==> config.mk <==
export PLATFORM = sky130hd
export DESIGN_NAME = cpu_trace_buffer
export DESIGN_NICKNAME = d
export VERILOG_FILES = /design/src/rtl/trace_pkg.sv /design/src/rtl/trace_fifo.sv /design/src/rtl/cpu_trace_buffer.sv
export SDC_FILE = /design/constraint.sdc
export NUM_CORES = 2
export LEC_CHECK = 0
export BUFFER_PORTS_ARGS = -buffer_cell sky130_fd_sc_hd__buf_4
export CAP_MARGIN = 20
export CORE_AREA = 2 2 374 376
export DETAILED_ROUTE_END_ITERATION = 10
export DIE_AREA = 0 0 376 378
export PLACE_DENSITY = 0.68
export SYNTH_ARGS = -nofsm -noshare
export SYNTH_HDL_FRONTEND = slang
export SYNTH_SLANG_ARGS = --single-unit
==> constraint.sdc <==
create_clock -name clk -period 9.84 [get_ports clk]
set_input_delay 0.492 -clock clk [delete_from_list [all_inputs] [get_ports clk]]
set_output_delay 0.492 -clock clk [all_outputs]
set_load 0.02 [all_outputs]
==> src/rtl/trace_pkg.sv <==
// Shared types and constants for the commit-trace capture unit.
// A record is one header byte followed by PC, instruction and write data.
package trace_pkg;

   localparam int REC_BYTES = 13;
   localparam int REC_W     = 8 * REC_BYTES;

   localparam int HDR_WE   = 7;
   localparam int HDR_LOST = 6;
   localparam int HDR_HALT = 5;

   typedef struct packed {
      logic        we;
      logic        lost;
      logic        halt;
      logic [4:0]  waddr;
      logic [31:0] pc;
      logic [31:0] inst;
      logic [31:0] wdata;
   } trace_rec_t;

   typedef enum logic {
      S_IDLE = 1'b0,
      S_SEND = 1'b1
   } ser_state_t;

endpackage

==> src/rtl/trace_fifo.sv <==
// Synchronous FIFO with wrap-bit pointers and a registered occupancy count.
// A push into a full FIFO is accepted only when a pop happens in the same cycle.
module trace_fifo #(
   parameter int DATA_W = 104,
   parameter int DEPTH  = 16
) (
   input  logic                     clk,
   input  logic                     reset,
   input  logic                     push,
   input  logic                     pop,
   input  logic [DATA_W-1:0]        wdata,
   output logic [DATA_W-1:0]        rdata,
   output logic                     full,
   output logic                     empty,
   output logic [$clog2(DEPTH):0]   count
);

   localparam int AW = $clog2(DEPTH);

   logic [DATA_W-1:0] mem [DEPTH];
   logic [AW:0]       wptr, rptr;
   logic              do_wr, do_rd;

   assign full  = (wptr[AW] != rptr[AW]) && (wptr[AW-1:0] == rptr[AW-1:0]);
   assign empty = (wptr == rptr);
   assign do_rd = pop && !empty;
   assign do_wr = push && (!full || do_rd);
   assign rdata = mem[rptr[AW-1:0]];

   always_ff @(posedge clk) begin
      if (reset) begin
         wptr  <= '0;
         rptr  <= '0;
         count <= '0;
      end else begin
         if (do_wr) wptr <= wptr + 1'b1;
         if (do_rd) rptr <= rptr + 1'b1;
         count <= count + (AW+1)'(do_wr) - (AW+1)'(do_rd);
      end
   end

   always_ff @(posedge clk) begin
      if (do_wr) mem[wptr[AW-1:0]] <= wdata;
   end

endmodule

==> src/rtl/cpu_trace_buffer.sv <==
// Captures retiring instructions into a record FIFO and drains it as a byte
// stream with valid/ready handshaking; capture stops at the program-end marker.
module cpu_trace_buffer
   import trace_pkg::*;
#(
   parameter int DEPTH       = 16,
   parameter int MIN_COMMITS = 20
) (
   input  logic                   clk,
   input  logic                   reset,
   input  logic                   en,
   input  logic                   commit_valid,
   input  logic [31:0]            pc,
   input  logic [31:0]            inst,
   input  logic                   rf_we,
   input  logic [4:0]             rf_waddr,
   input  logic [31:0]            rf_wdata,
   output logic [7:0]             tx_data,
   output logic                   tx_valid,
   input  logic                   tx_ready,
   output logic [$clog2(DEPTH):0] count,
   output logic                   overflow,
   output logic                   halted
);

   localparam logic [3:0] LAST_IDX = 4'(REC_BYTES - 1);

   trace_rec_t        rec_in;
   logic [7:0]        hdr;
   logic [REC_W-1:0]  rec_out;
   logic [REC_W-1:0]  sr;
   logic [3:0]        idx;
   ser_state_t        state;
   logic [15:0]       commits;
   logic              lost;
   logic              capture, halt_fire, push_ok, drop, pop;
   logic              fifo_full, fifo_empty;

   assign capture   = en && commit_valid && !halted;
   assign halt_fire = capture && (inst == 32'd0) && (int'(commits) >= MIN_COMMITS);
   assign pop       = !fifo_empty &&
                      ((state == S_IDLE) || (tx_ready && idx == LAST_IDX));
   assign push_ok   = capture && (!fifo_full || pop);
   assign drop      = capture && fifo_full && !pop;

   always_comb begin
      hdr           = '0;
      hdr[HDR_WE]   = rf_we;
      hdr[HDR_LOST] = lost;
      hdr[HDR_HALT] = halt_fire;
      hdr[4:0]      = rf_waddr;
      rec_in        = {hdr, pc, inst, rf_wdata};
   end

   trace_fifo #(.DATA_W(REC_W), .DEPTH(DEPTH)) u_fifo (
      .clk   (clk),
      .reset (reset),
      .push  (push_ok),
      .pop   (pop),
      .wdata (rec_in),
      .rdata (rec_out),
      .full  (fifo_full),
      .empty (fifo_empty),
      .count (count)
   );

   // capture side: drop tracking, commit counter, halt latch
   always_ff @(posedge clk) begin
      if (reset) begin
         lost     <= 1'b0;
         overflow <= 1'b0;
         halted   <= 1'b0;
         commits  <= '0;
      end else begin
         if (push_ok) begin
            lost <= 1'b0;
            if (commits != 16'hFFFF) commits <= commits + 16'd1;
         end else if (drop) begin
            lost     <= 1'b1;
            overflow <= 1'b1;
         end
         if (halt_fire) halted <= 1'b1;
      end
   end

   // serializer: tx_data always holds the byte at idx, sr the bytes after it
   always_ff @(posedge clk) begin
      if (reset) begin
         state    <= S_IDLE;
         idx      <= '0;
         tx_valid <= 1'b0;
         tx_data  <= '0;
      end else begin
         case (state)
            S_IDLE: begin
               if (!fifo_empty) begin
                  tx_data  <= rec_out[REC_W-1 -: 8];
                  sr       <= {rec_out[REC_W-9:0], 8'h00};
                  idx      <= '0;
                  tx_valid <= 1'b1;
                  state    <= S_SEND;
               end
            end
            S_SEND: begin
               if (tx_ready) begin
                  if (idx == LAST_IDX) begin
                     if (!fifo_empty) begin
                        tx_data <= rec_out[REC_W-1 -: 8];
                        sr      <= {rec_out[REC_W-9:0], 8'h00};
                        idx     <= '0;
                     end else begin
                        tx_valid <= 1'b0;
                        state    <= S_IDLE;
                     end
                  end else begin
                     tx_data <= sr[REC_W-1 -: 8];
                     sr      <= {sr[REC_W-9:0], 8'h00};
                     idx     <= idx + 4'd1;
                  end
               end
            end
            default: state <= S_IDLE;
         endcase
      end
   end

endmodule
==> flow_summary_export.csv <==
group,metric,value,unit
run_status,status,"finished, final reports clean",
global_route,grt_overflow_total,0,
global_route,top_usage_layer,"met2",
clock_network,path_clk_slew,0.06,ns
setup_path,r2r_start,"u_fifo.wptr[3]$_SDFFE_PP0P_",
floorplan,rows,137,
sta,worst_slew_margin_rel,21.6,%
placed_design,port-buffer-count,122,
power_and_ir_drop,power_frac_clock,34.3,%
yosys,synth-xor-area-share,0.205,%
hold_path,holdPathEnd,"u_fifo.mem[1][63]$_DFFE_PP_",
global_route,grt_max_degree,139,
yosys,ys_ff_latch,1820,
drt,wirelength,174000,um
power_and_ir_drop,p_int,13900,uW
drt,dr.pass1.iters,5,
clock_network,clk_latency,0.81,ns
final_layout,area_growth_syn_to_layout,12.9,%
setup_path,cpMostUsedCell,"buf_4",
setup_path,cp.arrival,4.97,ns
power_and_ir_drop,seqPwrFrac,48.7,%
power_and_ir_drop,power_switching,5100,uW
yosys,synth_top_family_by_area,"multiplexers",
global_route,first_global_vias,37200,
final_layout,nNetsFinal,4049,
sta,worst_pin_slew,1.18,ns
floorplan,die_h,378,um
sta,setup_tns,0,ns
clock_network,clock_tree.root_cell,"clkbuf_16",
global_route,met1_usage,35.6,%
power_and_ir_drop,switching_share,26.9,%
power_and_ir_drop,cellPowerDensity,236,nW/um2
global_route,grtUsageTotal,24.6,%
setup_path,critPathMaxFanout,40,
global_route,grt_pass1_wl,255000,um
setup_path,startpoint_type,"flop",
yosys,synthAdderAreaFrac,0.274,%
drt,wl_per_cell,29.6,um
power_and_ir_drop,ir_worst_vdd,0.172,mV
power_and_ir_drop,p_leak,0.0250,uW
sta,period_minus_slack,4.54,ns
power_and_ir_drop,finalPower,19000,uW
sta,slew_viol_final,0,
hold_path,hold_path_startpoint,"inst[31]",
setup_path,cp_cell_sequence,"xnor2_1 -> nand4_4 -> o21ai_2 -> inv_2 -> and3_4 -> buf_4 -> buf_4",
global_route,antenna_found_initial,7,
setup_path,crit_type,"flop to flop",
clock_network,cts_tree,"done",
setup_path,cp.required,10.27,ns
floorplan,coreArea,139000,um2
setup_path,r2r_slack,5.30,ns
drt,routed_via_density,6.43,
drt,vias,37800,
floorplan,boundaryPins,123,
yosys,ys_top_cells_by_area,"edfxtp_1 74%, mux4_2 6.7%, mux2i_1 5.8%",
yosys,syn_nets,3822,
floorplan,die-area,142000,um2
setup_path,worst_path_largest_cell_delay,0.83,ns
yosys,synth_mux_area_share,12.6,%
clock_network,clockBufferDepth,3,
clock_network,htree_levels,4,
final_layout,drive_gt1_share,17.4,%
sta,finClkSkew,0.0363,ns
yosys,synth-compound-area-share,6.61,%
sta,fmax,0.221,GHz
drt,ant_nets,0,
job,cap_viol_max_count,0,
drt,drt_iter0_drc,4712,
setup_path,worst-r2r-cell-count,7,
setup_path,cp_slowest_cell,"and3_4",
drt,remaining_drc_errors,0,
yosys,netlist_top_cells_count,"1768 x edfxtp_1, 411 x mux2i_1, 212 x mux4_2",
yosys,ys.flop_type,"edfxtp_1",
sta,setup_viol,0,
floorplan,fp.dieW,376,um
sta,post-route-period-util,46.1,%
floorplan,initial_core_util,51.5,%
yosys,netlist_area,71300,um2
yosys,avgSynthCellArea,19.3,um2
yosys,ys_types,74,
yosys,yosysWarningCount,0,
hold_path,hold_path.class,"input pin to flop",
yosys,synth_most_common_cell,"edfxtp_1",
clock_network,cts_sinks,1820,
yosys,async_reset_ff_share,0,%
sta,rsz0062_at_grt,"no",
yosys,synthSimpleGateAreaFrac,2.37,%
yosys,synth_top_area_share,74.4,%
yosys,ys_seq_area_share,75.9,%
yosys,synth.largest_area_cell,"edfxtp_1",
hold_path,min_path_cells,1,
power_and_ir_drop,combPwrFrac,16.9,%
placed_design,place.gp.congestion,0.787,
yosys,syn-instance-count,3700,
sta,final_hold_viol_count,0,
sta,whs,0.0554,ns
setup_path,crit_path_end_kind,"flop",
global_route,use_met3,4.56,%
yosys,synth_edf_count,1768,
clock_network,numCtsBuffers,183,
setup_path,worstReg2RegEnd,"u_fifo.mem[14][31]$_DFFE_PP_",
global_route,grt_util_met2,38.8,%
placed_design,place_hpwl,88300,um
==> repair_timing <==
action,in CTS,in global routing
hold buffers,97,0
gates resized for setup,0,0
setup buffers,0,0
hold endpoints to repair,1484,0
==> cells by family (layout without fill, tap and decap cells) <==
kind of cell	after synthesis	in the layout
simple gates	280	280
buf+inv	269	639
fa+ha+maj	15	15
compound gates	671	671
mux	630	630
xor+xnor	15	15
other cells	0	3
flops	1820	1820
==> stage by stage <==
stage          instance area (um2)  utilization, %  std cells  worst slack, ns
2_1_floorplan                71300               -       3700            0.943
3_3_place_gp                 73900            53.3       5447             5.46
3_5_place_dp                 73900            53.3       5447             5.37
4_1_cts                      80400            58.1       5872             5.39
5_1_grt                      80500            58.1       5877             5.06
6_report                     80500            58.1       5880             5.30
==> power by group through the flow <==
stage / sequential, uW / clock (uW) / combinational, uW
CTS: 9230 / 6600 / 3210
finish: 9240 / 6520 / 3210
floorplan: 9170 / 0 / 2340
detailed placement: 9390 / 0 / 3160
global placement: 9390 / 0 / 3120
global route: 9250 / 6890 / 3470
==> worst max-delay path: cells and delay by family, from the launching register on <==
family,cells,cell delay [ns]
and+or+nand+nor,2,1.30
xor gates and xnor gates,1,0.16
AOI/OAI and AO/OA,1,0.40
DFF,1,0.48
buffers and inverters,3,1.71
==> sequential cells by signal, indices dropped and copies added (netlist names), 4 cells and up, named ones only <==
| name | cells |
|---|---|
| commits | 16 |
| idx | 4 |
| sr | 104 |
| tx_data | 8 |
| u_fifo.count | 5 |
| u_fifo.mem | 1664 |
| u_fifo.rptr | 5 |
| u_fifo.wptr | 5 |
==> area by class of cell <==
cell class,count,area (um2)
antenna,3,7.51
clock buffer,230,4830
clock inverter,98,722
fill,10100,58000
inverter,30,125
multi-input combinational,1611,15900
sequential,1820,54100
tap,1807,2260
timing repair buffer,281,2570
==> metal layers <==
metal	vias up	part of all wire, %
li1	16000	-
met1	19800	42
met3	279	8.6
met2	1762	48
met4	10	2.2
met5	-	0.033
==> layout by cell type (no fill, tap or decap), drive strengths merged, types with 52 or more instances in the layout <==
cell,n
dlygate4sd3,97
clkinv,78
a21oi,56
edfxtp,1768
a22oi,96
a221oi,194
a31oi,70
buf,184
clkbuf,230
or4,74
dfxtp,52
mux2i,411
mux4,212
o21ai,167
==> how the worst max path moves through the flow <==
stage               slack [ns]                        start  cells after the start                            to
CTS                       5.39  u_fifo.wptr[3]$_SDFFE_PP0P_                      7   u_fifo.mem[14][7]$_DFFE_PP_
detailed placement        5.37                           en                      8  u_fifo.mem[14][54]$_DFFE_PP_
floorplan                 0.94  u_fifo.wptr[2]$_SDFFE_PP0P_                      7    u_fifo.mem[3][0]$_DFFE_PP_
finish                    5.30  u_fifo.wptr[3]$_SDFFE_PP0P_                      7  u_fifo.mem[14][31]$_DFFE_PP_
global route              5.06  u_fifo.wptr[3]$_SDFFE_PP0P_                      7   u_fifo.mem[14][7]$_DFFE_PP_
global placement          5.46                           en                      8  u_fifo.mem[14][50]$_DFFE_PP_
No activity file was read; power rests on OpenSTA's default activity.
